===== src/rtl/constant_encoder_if.sv =====
// constant_encoder_if
//   Handshake bundle for constant_encoder.
//   Input side : valid_i / ready_o / data_i   (value to look up)
//   Output side: valid_o / ready_i / hit_o / code_o (lookup result)
//   slave  modport: the encoder itself.
//   master modport: whatever feeds values in and consumes results.
interface constant_encoder_if #(
  parameter int unsigned WORD = 16
);
  logic            valid_i;
  logic            ready_o;
  logic [WORD-1:0] data_i;
  logic            valid_o;
  logic            ready_i;
  logic            hit_o;
  logic [2:0]      code_o;

  modport slave (
    input  valid_i, data_i, ready_i,
    output ready_o, valid_o, hit_o, code_o
  );

  modport master (
    output valid_i, data_i, ready_i,
    input  ready_o, valid_o, hit_o, code_o
  );
endinterface


===== src/rtl/constant_encoder.sv =====
// constant_encoder
//   Reverse lookup for the X-Makina constant table: maps a WORD-wide value to
//   the 3-bit constant-select code (0->0, 1->1, 2->2, 3->4, 4->8, 5->16,
//   6->32, 7->all ones) and flags whether any entry matched.
// Ports:
//   clk_i  - clock, rising edge
//   rst_i  - asynchronous active-high reset
//   bus    - constant_encoder_if.slave: valid_i/ready_o/data_i in,
//            valid_o/ready_i/hit_o/code_o out
// Configuration macro:
//   CONSTANT_ENCODER_PARALLEL_EN - when defined, all eight entries are
//   compared in the accept cycle (latency 1); otherwise a single comparator
//   walks the table in ascending order, exiting early on a match.
module constant_encoder #(
  parameter int unsigned WORD = 16
) (
  input  logic                clk_i,
  input  logic                rst_i,
  constant_encoder_if.slave   bus
);

`ifdef CONSTANT_ENCODER_PARALLEL_EN
  typedef enum logic [1:0] {IDLE, DONE} state_e;
`else
  typedef enum logic [1:0] {IDLE, SEARCH, DONE} state_e;
`endif

  state_e     state_q, state_d;
  logic       hit_q, hit_d;
  logic [2:0] code_q, code_d;

`ifndef CONSTANT_ENCODER_PARALLEL_EN
  logic [WORD-1:0] data_q, data_d;
  logic [2:0]      idx_q, idx_d;
`endif

  function automatic logic [WORD-1:0] table_value(input logic [2:0] code);
    logic [WORD-1:0] v;
    case (code)
      3'd0:    v = '0;
      3'd1:    v = WORD'(1);
      3'd2:    v = WORD'(2);
      3'd3:    v = WORD'(4);
      3'd4:    v = WORD'(8);
      3'd5:    v = WORD'(16);
      3'd6:    v = WORD'(32);
      default: v = '1;
    endcase
    return v;
  endfunction

  always_comb begin
    state_d = state_q;
    hit_d   = hit_q;
    code_d  = code_q;
`ifndef CONSTANT_ENCODER_PARALLEL_EN
    data_d  = data_q;
    idx_d   = idx_q;
`endif
    case (state_q)
      IDLE: begin
        if (bus.valid_i) begin
`ifdef CONSTANT_ENCODER_PARALLEL_EN
          // Entries are unique, so at most one comparison can fire.
          hit_d  = 1'b0;
          code_d = '0;
          for (int unsigned i = 0; i < 8; i++) begin
            if (!hit_d && (bus.data_i == table_value(3'(i)))) begin
              hit_d  = 1'b1;
              code_d = 3'(i);
            end
          end
          state_d = DONE;
`else
          data_d  = bus.data_i;
          idx_d   = '0;
          state_d = SEARCH;
`endif
        end
      end
`ifndef CONSTANT_ENCODER_PARALLEL_EN
      SEARCH: begin
        if (data_q == table_value(idx_q)) begin
          hit_d   = 1'b1;
          code_d  = idx_q;
          state_d = DONE;
        end else if (idx_q == 3'd7) begin
          hit_d   = 1'b0;
          code_d  = '0;
          state_d = DONE;
        end else begin
          idx_d = idx_q + 3'd1;
        end
      end
`endif
      DONE: begin
        // Clear the result on consumption so hit/code read 0 outside DONE.
        if (bus.ready_i) begin
          hit_d   = 1'b0;
          code_d  = '0;
          state_d = IDLE;
        end
      end
      default: state_d = IDLE;
    endcase
  end

  always_ff @(posedge clk_i or posedge rst_i) begin
    if (rst_i) begin
      state_q <= IDLE;
      hit_q   <= 1'b0;
      code_q  <= '0;
`ifndef CONSTANT_ENCODER_PARALLEL_EN
      data_q  <= '0;
      idx_q   <= '0;
`endif
    end else begin
      state_q <= state_d;
      hit_q   <= hit_d;
      code_q  <= code_d;
`ifndef CONSTANT_ENCODER_PARALLEL_EN
      data_q  <= data_d;
      idx_q   <= idx_d;
`endif
    end
  end

  assign bus.ready_o = (state_q == IDLE);
  assign bus.valid_o = (state_q == DONE);
  assign bus.hit_o   = hit_q;
  assign bus.code_o  = code_q;

endmodule


===== src/flat_wrapper.sv =====
// flat-port wrapper written by rule: the top's interface ports become plain ports
module constant_encoder_flat 
#(
  parameter int unsigned WORD = 16
)
  (clk_i, rst_i, bus_valid_i, bus_data_i, bus_ready_i, bus_ready_o, bus_valid_o, bus_hit_o, bus_code_o);
  constant_encoder_if #(.WORD(WORD)) bus_i ();
  input  logic clk_i;
  input  logic rst_i;
  input wire logic [$bits(bus_i.valid_i)-1:0] bus_valid_i;
  input wire logic [$bits(bus_i.data_i)-1:0] bus_data_i;
  input wire logic [$bits(bus_i.ready_i)-1:0] bus_ready_i;
  output wire logic [$bits(bus_i.ready_o)-1:0] bus_ready_o;
  output wire logic [$bits(bus_i.valid_o)-1:0] bus_valid_o;
  output wire logic [$bits(bus_i.hit_o)-1:0] bus_hit_o;
  output wire logic [$bits(bus_i.code_o)-1:0] bus_code_o;
  assign bus_i.valid_i = bus_valid_i;
  assign bus_i.data_i = bus_data_i;
  assign bus_i.ready_i = bus_ready_i;
  assign bus_ready_o = bus_i.ready_o;
  assign bus_valid_o = bus_i.valid_o;
  assign bus_hit_o = bus_i.hit_o;
  assign bus_code_o = bus_i.code_o;
  constant_encoder #(.WORD(WORD)) u_core (.clk_i(clk_i), .rst_i(rst_i), .bus(bus_i));
endmodule

===== config.mk =====
export PLATFORM = sky130hd
export DESIGN_NAME = constant_encoder_flat
export DESIGN_NICKNAME = d
export VERILOG_FILES = /design/src/rtl/constant_encoder_if.sv /design/src/rtl/constant_encoder.sv /design/src/flat_wrapper.sv
export SDC_FILE = /design/constraint.sdc
export NUM_CORES = 1
export LEC_CHECK = 0
export ABC_AREA = 0
export CAP_MARGIN = 30
export CORE_MARGIN = 3
export CORE_UTILIZATION = 52
export CTS_CLUSTER_DIAMETER = 40
export DETAILED_ROUTE_END_ITERATION = 8
export PLACE_DENSITY = 0.8
export SLEW_MARGIN = 15
export SYNTH_ARGS = -nofsm -noshare
export SYNTH_HDL_FRONTEND = slang
export SYNTH_SLANG_ARGS = --single-unit
export TNS_END_PERCENT = 20

===== constraint.sdc =====
create_clock -name clk_i -period 3.4 [get_ports clk_i]
set_input_delay 0.68 -clock clk_i [delete_from_list [all_inputs] [get_ports clk_i]]
set_output_delay 0.68 -clock clk_i [all_outputs]
set_load 0.05 [all_outputs]

=== Word-level counts from Yosys, hierarchy flattened ===
Cells that the tools add are included.

* Bits in registers: 25
* Bits of input ports: 20
* Output and inout bits: 6
* Word-level logic and storage cells: 48

* Add/sub/neg operators: 1
* Equality and inequality tests: 15
* Muxes and demuxes: 19
* Reductions and logical operators: 8

{| class="wikitable"
|+ Operators with widths
! cell !! count
|-
| one-hot mux 16 bit (7 select lines) || 1
|-
| 2-to-1 mux 3 bit || 6
|-
| == test 16 bit || 1
|-
| 2-to-1 mux 16 bit || 1
|-
| == test 3 bit (second input constant) || 4
|-
| one-hot mux 3 bit (2 select lines) || 2
|-
| 2-to-1 mux 2 bit || 4
|-
| != test 2 bit (second input constant) || 4
|-
| == test 3 x 2 -> 1 bit (second input constant) || 2
|-
| one-hot mux 2 bit (3 select lines) || 1
|-
| AND reduction 3 bit || 2
|-
| AND reduction 4 bit || 1
|-
| nonzero test 2 bit || 2
|-
| adder 3 x 1 -> 3 bit (second input constant) || 1
|-
| == test 3 x 1 -> 1 bit (second input constant) || 1
|-
| logical NOT 3 bit || 1
|-
| 2-to-1 mux 1 bit || 3
|-
| != test 3 x 1 -> 1 bit (second input constant) || 1
|-
| == test 2 x 1 -> 1 bit (second input constant) || 1
|-
| == test 2 bit (second input constant) || 1
|-
| logical NOT 2 bit || 1
|-
| one-hot mux 1 bit (2 select lines) || 1
|-
| AND reduction 2 bit || 1
|}

=== Longest topological paths before layout ===
* Depth after elaboration: 6
* Mapped depth: 10
* Gate-level depth less buffers: 8

=== Worst setup path before layout ===
Ideal clock, no wire load.

* Path kind: register -> register
* Start: register u_core.idx_q[0]
* End: register u_core.code_q[0] (netlist: u_core.bus.code_o[0])
* Library setup time: 125 ps
* Arrival: 2,257 ps
* Data required time: 3,275 ps
* Setup slack: 1,018 ps
* Cell stages (with the launch flop): 9
* Buffers on the path: 1
* Period minus slack after synthesis: 2,382 ps
* Cells stage by stage: dfrtp_1 inv_1 ha_1 or4_4 a2111oi_4 o2111ai_2 buf_6 a31oi_1 o21ai_1

* Longest elaborated chain between the ends: 6
* Elaborated cells between the ends (all ways): 15
* Classes of those cells: eq/ne: 9; mux: 4; reduce/logical: 2

{| class="wikitable"
|+ RTL lines
! item !! RTL line !! RTL
|-
| from (decl) || constant_encoder.sv:34 || <nowiki>logic [2:0] idx_q, idx_d;</nowiki>
|-
| from (signal assigned) || constant_encoder.sv:123 || <nowiki>idx_q <= idx_d;</nowiki>
|-
| == test 3 bit, or another cell as far along || constant_encoder.sv:39 || <nowiki>case (code)</nowiki>
|-
| one-hot mux 16 bit (7 select lines) || constant_encoder.sv:39 ||
|-
| 2-to-1 mux 16 bit || constant_encoder.sv:60 || <nowiki>case (state_q)</nowiki>
|-
| == test 16 bit || constant_encoder.sv:83 || <nowiki>if (data_q == table_value(idx_q)) begin</nowiki>
|-
| != test 3 x 1 -> 1 bit (no source line) / 2-to-1 mux 3 bit (equally long branches) || - ||
|-
| AND reduction 3 bit (no source line) / one-hot mux 3 bit (2 select lines) (equally long branches) || - ||
|-
| to (signal assigned) || constant_encoder.sv:120 || <nowiki>code_q <= code_d;</nowiki>
|-
| to (decl) || constant_encoder.sv:30 || <nowiki>logic [2:0] code_q, code_d;</nowiki>
|}

Several ways; a longest one is shown, not always the timed one. The select of a mux whose other input is x is not followed.
A chain may end at the register's enable or synchronous reset.

=== Worst setup path in the final report ===
Same ends and word-level chain as after synthesis.

==> results.toml <==
[logic_synthesis]
seq_area_frac_synth_pct = 40.4
postSynthCellCount = 145
synth.lib_cells_used.distinct = 39
share_of_flip_flops_with_an_asynchronous_set_or_reset_after_synthesis_pct = 100
synth.net_count = 173
dominantRegCellSynth = "sky130_fd_sc_hd__dfrtp_1"
netlist_area_sq_mm = 0.00155
synth.top_cells.by_area = "sky130_fd_sc_hd__dfrtp_1, sky130_fd_sc_hd__mux2_2, sky130_fd_sc_hd__ha_1"
postSynthRegisterBits = 25
yosysTopAreaCell = "sky130_fd_sc_hd__dfrtp_1"
syn_avg_cell_area_sq_um = 10.7
synth_top_area_share_pct = 40.4
ys.warnings.count = 0
synth_edf_count = 0

[power]
power_per_standard_cell_area_mw_per_mm2 = 849
vdd_ir_drop_max_v = 0.000482
leak_pwr_uw = 0.000775

[setup_path]
critical_path_class = "flop to flop"
rr_endpoint = "u_core.bus.code_o[0]$_DFFE_PP0P_"
reg2reg_slack_ps = 620
reg2regPathDepth = 7
critical_path_arrival_ps = 2970
timing.critical_path.required_ps = 3590
crit_end = "u_core.bus.code_o[0]$_DFFE_PP0P_"
reg2reg_from = "u_core.idx_q[0]$_DFFE_PP0P_"
cp-end-kind = "flop"
crit_path_start_kind = "flop"
timing.critical_path.from = "u_core.idx_q[0]$_DFFE_PP0P_"
peak_fanout_along_the_critical_path = 16

[placed_design]
placed_instances = 196
buffer_ports.inserted = 25
place_ws_ps = 654
placement.cell_area_sq_mm = 0.00181
hpwlAfterDp_mm = 2.45
finalWeightedCongestion = 0.861

[timing]
final.period_utilization_pct = 81.8
timing.final.max_slew_violations = 0
worst_slew_slack_as_a_fraction_of_its_limit_pct = 51.7
setup_repair_after_global_routing_missed_its_margin = "false"
summed_negative_setup_slack_over_all_endpoints_ps = 0
setup_viol = 0
worstMarginPinSlew_ps = 724
setup_ws_final_ps = 619
max_clock_freq_ghz = 0.360
hold_violations = 0
worst_skew_ps = 6.96
period_needed_ps = 2780

[global_route]
total_track_usage_pct = 18.4
antenna_found_initial = 0
grt_pass1_wl_mm = 5.04
remaining_global_route_overflow = 0
grt_start_max_net_pins = 26
first_global_vias = 1097

[clock_network]
clkLatencyLatePin_ps = 320
htree_levels = 1
cts-hold-fix-buffers = 0
cts_max_path_buffers = 2
tritoncts_clock_tree = "built"
root_buffer = "sky130_fd_sc_hd__clkbuf_4"
cts_buffer_count = 3
clock_slew_at_reported_path_ffs_ps = 150
post-cts-setup-buffer-count = 0
cts.repair.resized = 0
sinks_on_the_clock_net = 25

[drt]
vias = 1198
ant_nets = 0
detail_route.wl_per_cell_um = 15.9
avgViaCountPerCell = 5.96
drt_drc_violations_left = 0
drt_pre_antenna_iters = 4
drt_iter0_drc = 58
postRouteWirelength_mm = 3.20

[cells_and_area]
diodes = 0
layout.core_utilization_pct = 66.4
finalNonFillerCells = 201
synthesis_to_finish_area_growth_pct = 20.2
final_design_area_no_fill_sq_mm = 0.00186
finish.net_count = 199
ratio_of_cells_with_drive_above_1_in_the_final_layout_pct = 19.4

[floorplan]
die_height_um = 60.6
die_w_um = 60.6
coreArea_sq_mm = 0.00281
floorplan.initialDensity_pct = 55.3
top_level_ports = 26
floorplan.die_area_sq_mm = 0.00367
rows = 19

[flow_run]
max_cap_viol_count = 0

[hold_path]
timing.hold.worst_path_depth = 1
hp-class = "flop to flop"

[status]
status = "finished, final reports clean"
==> metal layers <==
metal | vias to the layer above | global-route usage [%] | part of all wire, % | routed length (um)
met1 | 590 | 25.5 | 45 | 1440
met4 | 0 | 6.50 | 0.78 | 25
met3 | 2 | 1.91 | 4.3 | 137
li1 | 580 | - | - | -
met2 | 26 | 29.9 | 50 | 1590
met5 | - | 0 | 0 | 0
==> power by group <==
part           switching (uW)  total (uW)  internal, uW
registers                 142         576           433
logic                     457         869           412
clock network            92.5         137          44.9
==> critical path: stages, from the launching register on <==
cell and delay (ps):
sky130_fd_sc_hd__dfrtp_1 490, sky130_fd_sc_hd__inv_1 120, sky130_fd_sc_hd__ha_1 280, sky130_fd_sc_hd__or4_4 600, sky130_fd_sc_hd__a2111oi_4 320, sky130_fd_sc_hd__o2111ai_2 440, sky130_fd_sc_hd__a31oi_1 300, sky130_fd_sc_hd__o21ai_1 90
==> cell families (layout without fill, tap and decap cells) <==
logic type	count (synthesis)	count (layout)	share of synthesized area, %
fa+ha+maj	8	8	6.46
simple gates	46	46	16.9
mux	17	17	12.3
flops	25	25	40.4
buf+inv	15	40	4.60
compound gates	33	33	18.9
xor+xnor	1	1	0.565
==> synth_stat cells, types with 2 or more instances <==
library cell,number
sky130_fd_sc_hd__dfrtp_1,25
sky130_fd_sc_hd__mux2_2,16
sky130_fd_sc_hd__inv_1,10
sky130_fd_sc_hd__nand2_1,10
sky130_fd_sc_hd__ha_1,8
sky130_fd_sc_hd__nor3_1,6
sky130_fd_sc_hd__o21ai_0,6
sky130_fd_sc_hd__nand2b_1,5
sky130_fd_sc_hd__nor2_1,5
sky130_fd_sc_hd__a21o_1,4
sky130_fd_sc_hd__a31oi_1,4
sky130_fd_sc_hd__nand4_1,4
sky130_fd_sc_hd__o21ba_2,4
sky130_fd_sc_hd__and2_1,3
sky130_fd_sc_hd__nand3_1,3
sky130_fd_sc_hd__o21ai_1,3
sky130_fd_sc_hd__a2111oi_4,2
sky130_fd_sc_hd__a21oi_1,2
sky130_fd_sc_hd__buf_4,2
sky130_fd_sc_hd__clkbuf_1,2
sky130_fd_sc_hd__nor2b_1,2
sky130_fd_sc_hd__o221ai_1,2
==> final cells by class <==
cell class,instances,area (sq um)
multi-input combinational,105,853
clock inverter,1,7.51
fill,220,942
inverter,10,37.5
sequential,25,626
timing repair buffer,26,278
tap,31,38.8
clock buffer,3,22.5
==> through the flow <==
stage	hold slack, ps	total power, uW
5_1_grt	568	1690
2_1_floorplan	493	1240
3_3_place_gp	506	1400
6_report	544	1580
3_5_place_dp	514	1440
4_1_cts	545	1580
==> flip-flops by register name, indices dropped and copies added, names as in the netlist <==
register and cells:
u_core.bus.hit_o 1, u_core.data_q 16, u_core.state_q 2, u_core.idx_q 3
u_core.bus.code_o 3
==> worst min-delay path by stage <==
stage	end	startpoint	slack [ps]
floorplan	u_core.data_q[14]$_DFFE_PP0P_	u_core.data_q[14]$_DFFE_PP0P_	490
global placement	u_core.data_q[14]$_DFFE_PP0P_	u_core.data_q[14]$_DFFE_PP0P_	510
detailed placement	u_core.data_q[11]$_DFFE_PP0P_	u_core.data_q[11]$_DFFE_PP0P_	510
CTS	u_core.data_q[11]$_DFFE_PP0P_	u_core.data_q[11]$_DFFE_PP0P_	550
global route	u_core.bus.hit_o$_DFFE_PP0P_	rst_i	570
finish	u_core.data_q[11]$_DFFE_PP0P_	u_core.data_q[11]$_DFFE_PP0P_	540
==> cell usage in the layout, fill, tap and decap left out, types with 2 or more instances in the layout <==
cell / count
sky130_fd_sc_hd__o21ba_2: 4
sky130_fd_sc_hd__nand2_1: 10
sky130_fd_sc_hd__nor2_1: 5
sky130_fd_sc_hd__a31oi_1: 4
sky130_fd_sc_hd__o221ai_1: 2
sky130_fd_sc_hd__ha_1: 8
sky130_fd_sc_hd__dfrtp_1: 25
sky130_fd_sc_hd__nand2b_1: 5
sky130_fd_sc_hd__nor3_1: 6
sky130_fd_sc_hd__nand4_1: 4
sky130_fd_sc_hd__mux2_2: 16
sky130_fd_sc_hd__a21oi_1: 2
sky130_fd_sc_hd__nor2b_1: 2
sky130_fd_sc_hd__nand3_1: 3
sky130_fd_sc_hd__o21ai_0: 6
sky130_fd_sc_hd__a2111oi_4: 2
sky130_fd_sc_hd__o21ai_1: 3
sky130_fd_sc_hd__clkdlybuf4s50_1: 25
sky130_fd_sc_hd__inv_1: 10
sky130_fd_sc_hd__clkbuf_4: 3
sky130_fd_sc_hd__and2_1: 3
sky130_fd_sc_hd__a21o_1: 4
(Power assumes the default switching activity.)
